## config.mk

```make
export PLATFORM = sky130hd
export DESIGN_NAME = fetch_unit_flat
export DESIGN_NICKNAME = d
export VERILOG_FILES = /design/src/rtl/fetch_unit_if.sv /design/src/rtl/fetch_unit.sv /design/src/flat_wrapper.sv
export SDC_FILE = /design/constraint.sdc
export NUM_CORES = 1
export LEC_CHECK = 0
export BUFFER_PORTS_ARGS = -buffer_cell sky130_fd_sc_hd__clkbuf_2
export CAP_MARGIN = 25
export CORE_UTILIZATION = 35
export CTS_CLUSTER_DIAMETER = 60
export DETAILED_ROUTE_END_ITERATION = 10
export GPL_ROUTABILITY_DRIVEN = 0
export PLACE_DENSITY_LB_ADDON = 0.08
export SKIP_CTS_REPAIR_TIMING = 1
export SYNTH_ARGS = -nofsm -noshare
export SYNTH_HDL_FRONTEND = slang
export SYNTH_SLANG_ARGS = --single-unit
```

## constraint.sdc

```tcl
create_clock -name clk -period 2.3 [get_ports clk]
set_input_delay 0.46 -clock clk [delete_from_list [all_inputs] [get_ports clk]]
set_output_delay 0.46 -clock clk [all_outputs]
set_load 0.05 [all_outputs]
```

## src/rtl/fetch_unit_if.sv

```systemverilog
// Instruction-memory request/response bus between the fetch unit and memory.
interface fetch_unit_if;
  logic        imemReq;
  logic [31:0] imemAddr;
  logic        imemReady;
  logic [31:0] imemRdata;

  modport master (
    output imemReq,
    output imemAddr,
    input  imemReady,
    input  imemRdata
  );

  modport slave (
    input  imemReq,
    input  imemAddr,
    output imemReady,
    output imemRdata
  );
endinterface

```

## src/rtl/fetch_unit.sv

```systemverilog
// Instruction fetch stage: PC, one output slot feeding IF/ID and one skid slot that
// absorbs a fetch completing while the output slot is held by a stall.
module fetch_unit #(
  parameter logic [31:0] RESET_PC  = 32'h0000_0000,
  parameter logic [31:0] HALT_WORD = 32'hFFFF_FFFF
) (
  input  logic         clk,
  input  logic         reset,
  input  logic         stall,
  input  logic         branch,
  input  logic [31:0]  branchTarget,
  fetch_unit_if.master imem,
  output logic [31:0]  preInstruction,
  output logic [31:0]  pcPlus4,
  output logic         ifIdWrIn,
  output logic         endProgram
);

  typedef enum logic [0:0] {StFetch, StHalted} state_e;

  state_e      stateQ;
  logic [31:0] pcQ;
  logic [31:0] outInstrQ;
  logic [31:0] outPc4Q;
  logic        outValidQ;
  logic [31:0] skidInstrQ;
  logic [31:0] skidPc4Q;
  logic        skidValidQ;
  logic        haltPendingQ;  // halt word fetched; stop requesting until flushed

  logic        fire;
  logic        consume;
  logic [31:0] pcNext;

  // Request whenever there is room downstream and no halt is in the pipe.
  assign imem.imemReq  = !reset && (stateQ == StFetch) && !skidValidQ && !haltPendingQ;
  assign imem.imemAddr = pcQ;

  assign fire    = imem.imemReq && imem.imemReady;
  assign consume = ifIdWrIn;
  assign pcNext  = pcQ + 32'd4;

  assign ifIdWrIn       = !reset && (stateQ == StFetch) && outValidQ && !stall;
  assign preInstruction = outInstrQ;
  assign pcPlus4        = outPc4Q;

  // PC, slot and FSM update; branch flushes everything, halt freezes the stage.
  always_ff @(posedge clk) begin
    if (reset) begin
      stateQ       <= StFetch;
      pcQ          <= RESET_PC;
      outInstrQ    <= '0;
      outPc4Q      <= '0;
      outValidQ    <= 1'b0;
      skidInstrQ   <= '0;
      skidPc4Q     <= '0;
      skidValidQ   <= 1'b0;
      haltPendingQ <= 1'b0;
      endProgram   <= 1'b0;
    end else if (stateQ == StFetch) begin
      if (consume && (outInstrQ == HALT_WORD)) begin
        endProgram <= 1'b1;
        stateQ     <= StHalted;
      end
      if (branch) begin
        // Any response completing this cycle is dropped by not capturing it.
        pcQ          <= branchTarget;
        outValidQ    <= 1'b0;
        skidValidQ   <= 1'b0;
        haltPendingQ <= 1'b0;
      end else begin
        if (fire) begin
          pcQ <= pcNext;
          if (imem.imemRdata == HALT_WORD) begin
            haltPendingQ <= 1'b1;
          end
        end
        if (consume) begin
          if (skidValidQ) begin
            // Skid is older than anything in flight; it always goes first.
            outInstrQ  <= skidInstrQ;
            outPc4Q    <= skidPc4Q;
            skidValidQ <= 1'b0;
          end else if (fire) begin
            outInstrQ <= imem.imemRdata;
            outPc4Q   <= pcNext;
          end else begin
            outValidQ <= 1'b0;
          end
        end else if (fire) begin
          if (!outValidQ) begin
            outInstrQ <= imem.imemRdata;
            outPc4Q   <= pcNext;
            outValidQ <= 1'b1;
          end else begin
            skidInstrQ <= imem.imemRdata;
            skidPc4Q   <= pcNext;
            skidValidQ <= 1'b1;
          end
        end
      end
    end
  end

endmodule

```

## src/flat_wrapper.sv

```systemverilog
// flat-port wrapper written by rule: the top's interface ports become plain ports
module fetch_unit_flat 
#(
  parameter logic [31:0] RESET_PC  = 32'h0000_0000,
  parameter logic [31:0] HALT_WORD = 32'hFFFF_FFFF
)
  (clk, reset, stall, branch, branchTarget, preInstruction, pcPlus4, ifIdWrIn, endProgram, imem_imemReq, imem_imemAddr, imem_imemReady, imem_imemRdata);
  fetch_unit_if imem_i ();
  input  logic clk;
  input  logic reset;
  input  logic stall;
  input  logic branch;
  input  logic [31:0] branchTarget;
  output logic [31:0] preInstruction;
  output logic [31:0] pcPlus4;
  output logic ifIdWrIn;
  output logic endProgram;
  output wire logic [$bits(imem_i.imemReq)-1:0] imem_imemReq;
  output wire logic [$bits(imem_i.imemAddr)-1:0] imem_imemAddr;
  input wire logic [$bits(imem_i.imemReady)-1:0] imem_imemReady;
  input wire logic [$bits(imem_i.imemRdata)-1:0] imem_imemRdata;
  assign imem_imemReq = imem_i.imemReq;
  assign imem_imemAddr = imem_i.imemAddr;
  assign imem_i.imemReady = imem_imemReady;
  assign imem_i.imemRdata = imem_imemRdata;
  fetch_unit #(.RESET_PC(RESET_PC), .HALT_WORD(HALT_WORD)) u_core (.clk(clk), .reset(reset), .stall(stall), .branch(branch), .branchTarget(branchTarget), .imem(imem_i), .preInstruction(preInstruction), .pcPlus4(pcPlus4), .ifIdWrIn(ifIdWrIn), .endProgram(endProgram));
endmodule
```

==> flow_summary.yaml, run 1 <==
clock_network:
  cts_max_level: 4
  clock-sinks: 165
  clock_latency_ns: 0.43
  numCtsBuffers: 17
  ctsRootBufferMaster: "clkbuf_16"
  cts_tree: "done"
  path_clk_slew_ns: 0.07
  cts_buffer_depth: 2
yosys:
  synth-simple-area-share: 0.2763
  synth_compound_area_frac: 0.2054
  synth_area_per_cell_um2: 7.999
  netlist_area_um2: 7639
  yosysWarnings: 0
  async_reset_ff_frac: 0
  synthCells: 955
  synth_top_family_by_area: "simple AND/OR/NAND/NOR gates"
  synth_edf_count: 0
  ys_ff_latch: 165
  synth.yosys.seq_area_share: 0.4324
  ys_types: 62
  yosys.area_share.adder: 0.001638
  synthMuxAreaShare: 0.005242
  synthXorXnorAreaFrac: 0.02867
  ys.flop_type: "dfxtp_1"
  syn_nets: 1025
routing:
  drt.antenna.violating_nets: 0
  via_count: 7421
  wl_met1_um: 12260
  wl_met2_um: 9949
  first_iter_violations: 472
  drt_wl_total_um: 23880
  route.met3.wl_um: 1325
  viasPerCell: 5.297
  drc: 0
  routedWlPerCell_um: 17.05
  highest_layer: "met4"
  detail_route.first_pass.iterations: 5
status:
  status: "finished, final reports clean"
finish:
  nNetsFinal: 1183
  drive_above_1_share: 0.2504
  antenna_cells: 0
  final_area_um2: 9677
  fin_util: 0.4560
  syn_to_final_growth_pct: 26.68
timing:
  relSlewSlack: 0.5427
  setup_violations: 0
  period_share: 0.9416
  rsz0062_at_grt: "false"
  fmax_ghz: 0.4618
  finalHoldViolations: 0
  finalCriticalPeriod_ns: 2.166
  max_slew.worst_pin.slew_ns: 0.6834
  setup_ws_ns: 0.1343
  drv_slew: 0
  fin_worst_skew_ns: 0.009213
global_route:
  grt_max_degree: 116
  grt_pass1_vias: 6654
  grt_use_total: 0.2154
  overflow: 0
  grt_pass1_wl_um: 37030
  antenna_found_initial: 0
die:
  io_pins: 168
  die_x_um: 149.7
  core_area_um2: 21220
  fp-row-count: 53
  die_y_um: 149.7
  start_util: 0.3600
  dieArea_um2: 22420
place:
  io_buffers: 167
  dpl_cell_area_um2: 9037
  place_hpwl_um: 16540
  preCtsSetupSlack_ns: 0.06236
pwr:
  pwr-share-clk: 0.454
  power_density_nw_per_um2: 713.6
  leakagePower_uw: 0.003673
  p_int_uw: 5025
  power.total_uw: 6906
  combPwrFrac: 0.112
  ir_drop_v: 0.0004065
  p_seq_frac: 0.434
  p_switching_uw: 1881
  switching_share: 0.2724
critical_path:
  cp.required_ns: 2.59
  regToRegSetupSlack_ns: 0.13
  reg2reg_depth: 7
  worstSetupPathType: "reg -> reg"
  r2r-end: "u_core.pcPlus4[31]$_SDFFE_PP0P_"
  cp_max_fo: 7
  timing.rr.start: "u_core.imem.imemAddr[7]$_SDFFE_PP0P_"
  critPathArrivalTime_ns: 2.46
  timing.critical_path.to_type: "register"
  startpoint_type: "register"
min_path:
  holdPathEnd: "u_core.imem.imemAddr[0]$_SDFFE_PP0P_"
  hold_path.startpoint: "branchTarget[0]"
  worstHoldPathCells: 3
  hold_class: "in -> reg"
flow_run:
  max-cap-violations: 0
## stage by stage
stage / hold WS (ns) / TNS (ns) / cells
finish: 0.2576 / 0 / 1401
global route: 0.2689 / 0 / 1401
CTS: 0.2516 / 0 / 1401
detailed placement: 0.4416 / 0 / 1369
global placement: 0.4339 / 0 / 1369
floorplan: 0.4366 / -7.512 / 955
## worst max path at each step
stage	startpoint	endpoint
5_1_grt	u_core.imem.imemAddr[7]$_SDFFE_PP0P_	u_core.pcPlus4[31]$_SDFFE_PP0P_
3_5_place_dp	reset	u_core.pcPlus4[19]$_SDFFE_PP0P_
6_report	u_core.imem.imemAddr[7]$_SDFFE_PP0P_	u_core.pcPlus4[31]$_SDFFE_PP0P_
2_1_floorplan	stall	u_core.pcPlus4[21]$_SDFFE_PP0P_
3_3_place_gp	reset	u_core.pcPlus4[24]$_SDFFE_PP0P_
4_1_cts	u_core.skidValidQ$_SDFFE_PP0P_	imem_imemReq
## kinds of logic after synthesis
| logic type | Yosys count |
|---|---|
| and+or+nand+nor | 439 |
| AOI/OAI and AO/OA | 230 |
| DFF | 165 |
| buffers and inverters | 91 |
| xor gates and xnor gates | 25 |
| muxes | 4 |
| adders and majority gates | 1 |
## critical path, stage by stage, from the launching register on
cell and delay (ns):
dfxtp_1 0.34, nand4_1 0.18, buf_4 0.23, nor4_4 0.45
nand4_1 0.26, buf_4 0.22, mux2i_1 0.23, a31oi_1 0.11
## registers in the layout, indices dropped and copies added, names as in the netlist
register	flops
u_core.pcPlus4	32
u_core.haltPendingQ	1
u_core.endProgram	1
u_core.imem.imemAddr	32
u_core.preInstruction	32
u_core.stateQ	1
u_core.outValidQ	1
u_core.skidInstrQ	32
u_core.skidPc4Q	32
u_core.skidValidQ	1
## area by class of cell
type	instances	area [um2]
clock inverters	15	214.0
well taps	275	344.1
flip-flops and latches	165	3313
clock buffers	17	425.4
multi-input cells	699	3988
fillers	2178	11540
repair buffers	221	1359
inverters	9	33.78
## power groups by stage
stage	clock network (uW)	logic (uW)	registers [uW]
3_3_place_gp	0	775	3060
5_1_grt	3300	838	3010
2_1_floorplan	0	319	3230
4_1_cts	3190	778	3000
6_report	3130	774	3000
3_5_place_dp	0	776	3060
## layer usage
| layer | vias to the layer above | track usage |
|---|---|---|
| met2 | 209 | 0.3051 |
| met4 | 0 | 0.06717 |
| li1 | 3730 | - |
| met5 | - | 0 |
| met1 | 3460 | 0.3270 |
| met3 | 22 | 0.03537 |
## cell usage after synthesis (all sizes together), types with 5 or more instances
cell type	n	area [um2]
nand4	24	156.4
nand2b	5	31.28
dfxtp	165	3303
nor3	23	120.1
a311oi	36	315.3
and3	7	43.79
nand3b	15	112.6
inv	9	33.78
o211ai	14	105.1
nor4	12	141.4
nand3	27	145.1
xor2	8	70.07
a21oi	67	335.3
or3	7	43.79
a211oi	26	200.2
a31oi	9	56.30
a211o	9	78.83
buf	31	158.9
xnor2	17	148.9
nor2	118	442.9
nor2b	5	31.28
o21ai	27	135.1
nand2	177	671.9
clkbuf	51	191.4
a22oi	10	75.07
## cells in the final DEF, fill, tap and decap left out, types with 8 or more instances in the layout
master and count:
clkbuf_2 165, a211oi_1 25, xnor2_1 17, nor3_1 21
nand4_1 23, xor2_1 8, buf_12 9, nor2_1 117
dfxtp_1 157, a311oi_1 36, a211o_1 9, inv_1 9
a21oi_1 67, buf_4 47, clkbuf_16 17, nand3_1 24
nand2_1 175, a31oi_1 8, a22oi_1 10, dfxtp_2 8
nand3b_1 15, o21ai_0 27, o211ai_1 14
No activity file was read; power rests on OpenSTA's default activity.
==> inputs of run 2 (changes only) <==
- CTS_BUF_LIST: default -> sky130_fd_sc_hd__clkbuf_4 sky130_fd_sc_hd__clkbuf_8 sky130_fd_sc_hd__clkbuf_16
- GPL_ROUTABILITY_DRIVEN: 0 -> default
- clock period: 2.3 -> 1.85 ns (I/O delays scaled with it)
==> run 2 against run 1 <==
Effect of this change: the run now ends with setup timing left; clock power rose by 19%; cell count rose by 6.6%; critical path depth increased by 1; clock skew increased by 0.0024 ns; worst hold slack got worse by 0.082 ns; utilization rose by 7.3 points; fmax is 7.1% higher; register-to-register slack worse by 0.31 ns; sequential power increased by 24%.
==> flow_summary.yaml, run 2 (synthesis results as in run 1) <==
finish:
  multi_input_area_um2: 4390
  drive_above_1_share: 0.3733
  nNetsFinal: 1277
  fin_cells: 1494
  syn_to_final_growth_pct: 46.91
  layout_commonest_cell: "nand2_1"
  regArea_um2: 3372
  fillers: 2094
  layout_common_cells: "nand2_1 (175), clkbuf_2 (164), dfxtp_1 (142)"
  antenna_cells: 0
routing:
  drc: 0
  detail_route.first_pass.iterations: 5
  routedWlPerCell_um: 17.95
  drt.antenna.violating_nets: 0
  via_count: 7964
  viasPerCell: 5.331
  drt_wl_total_um: 26820
  first_iter_violations: 436
timing:
  fin_worst_skew_ns: 0.01164
  finalHoldViolations: 0
  rsz0062_at_grt: "true"
  drv_slew: 0
  fmax_ghz: 0.4943
  max_slew.worst_pin.slew_ns: 0.8160
  relSlewSlack: 0.4560
  setup_ws_ns: -0.1730
  setup_violations: 132
  finalSetupTns_ns: -13.47
  period_share: 1.094
  finalCriticalPeriod_ns: 2.023
pwr:
  p_int_uw: 6220
  p_switching_uw: 2382
  p_seq_frac: 0.432
  ir_drop_v: 0.0005366
  combPwrFrac: 0.134
  switching_share: 0.2769
  pwr-share-clk: 0.434
  power_density_nw_per_um2: 766.5
  leakagePower_uw: 0.004464
clock_network:
  cts_tree: "done"
  ctsRootBufferMaster: "clkbuf_16"
  cts_max_level: 4
  path_clk_slew_ns: 0.07
  clock-sinks: 165
  cts_buffer_depth: 2
  numCtsBuffers: 17
  clock_latency_ns: 0.43
flow_run:
  max-cap-violations: 0
place:
  io_buffers: 167
  preCtsSetupSlack_ns: -0.1487
  place.gp.congestion: 0.8319
  place_inst: 1430
  place_hpwl_um: 17530
critical_path:
  cp-startpoint: "u_core.haltPendingQ$_SDFFE_PP0P_"
  timing.rr.start: "u_core.haltPendingQ$_SDFFE_PP0P_"
  worstSetupPathType: "reg -> reg"
  critPathArrivalTime_ns: 2.30
  timing.critical_path.to_type: "register"
  cp.required_ns: 2.13
  cp_max_fo: 7
  startpoint_type: "register"
die:
  die_x_um: 149.7
  core_area_um2: 21220
  dieArea_um2: 22420
  io_pins: 168
  die_y_um: 149.7
  start_util: 0.3600
  fp-row-count: 53
global_route:
  grt_max_degree: 66
  grt_use_total: 0.2262
  antenna_found_initial: 0
  grt_pass1_vias: 7133
  overflow: 0
  grt_pass1_wl_um: 39380
min_path:
  hold_class: "in -> reg"
  hold_path.startpoint: "branchTarget[1]"
status:
  violations: "setup timing"
  status: "finished, violations left"
==> run 2: changes by cell type in the layout (fill, tap and decap cells not counted), sizes merged <==
| cell | change |
|---|---|
| buf | +84 |
| bufinv | -1 |
| clkbuf | +11 |
| clkinv | +2 |
| clkinvlp | -1 |
| inv | -2 |
==> run 2: layout make-up <==
cell class                      instances  area share
Sequential cell                       165      0.3005
Clock buffer                           18     0.03858
Clock inverter                         13     0.01539
Multi-Input combinational cell        699      0.3912
Timing Repair Buffer                  315      0.2206
Tap cell                              275     0.03066
Inverter                                9    0.003010
==> run 2: worst max-delay path: stages (launching register included) <==
cell and delay [ns]:
dfxtp_4 0.35, nor4_4 0.34, nand3_2 0.16, buf_6 0.15, nor4_4 0.30, buf_6 0.24
clkbuf_16 0.18, buf_6 0.10, a211oi_2 0.05
==> run 2: final timing paths <==
check | endpoint | slack, ns | cells past startpoint
worst min register to register | u_core.skidInstrQ[23]$_SDFFE_PP0P_ | 0.46 | 2
worst max-delay path | u_core.skidPc4Q[10]$_SDFFE_PP0P_ | -0.17 | 8
worst max register to register | u_core.skidPc4Q[10]$_SDFFE_PP0P_ | -0.17 | 8
worst min-delay path | u_core.imem.imemAddr[1]$_SDFFE_PP0P_ | 0.18 | 3
==> run 2: power by group through the flow <==
stage	sequential [uW]	clock, uW	combinational (uW)
global placement	3800	0	1060
global route	3720	3950	1230
floorplan	4010	0	426
detailed placement	3800	0	1060
CTS	3710	3800	1060
finish	3710	3730	1150
==> run 2: metal layers <==
metal  track usage  share of wire
met4       0.06263          0.010
met3       0.03171          0.039
met1        0.3199           0.47
met5             0              0
met2        0.3569           0.48
==> run 2: through the flow <==
stage / power (uW) / cell area [um2] / utilization / hold WS (ns)
after floorplan: 4440 / 8008 / - / 0.4366
after global placement: 4856 / 9776 / 0.4607 / 0.4426
after detailed placement: 4857 / 9776 / 0.4607 / 0.4457
after CTS: 8579 / 10380 / 0.4892 / 0.1654
after global routing: 8913 / 11220 / 0.5288 / 0.1854
final: 8602 / 11220 / 0.5288 / 0.1759
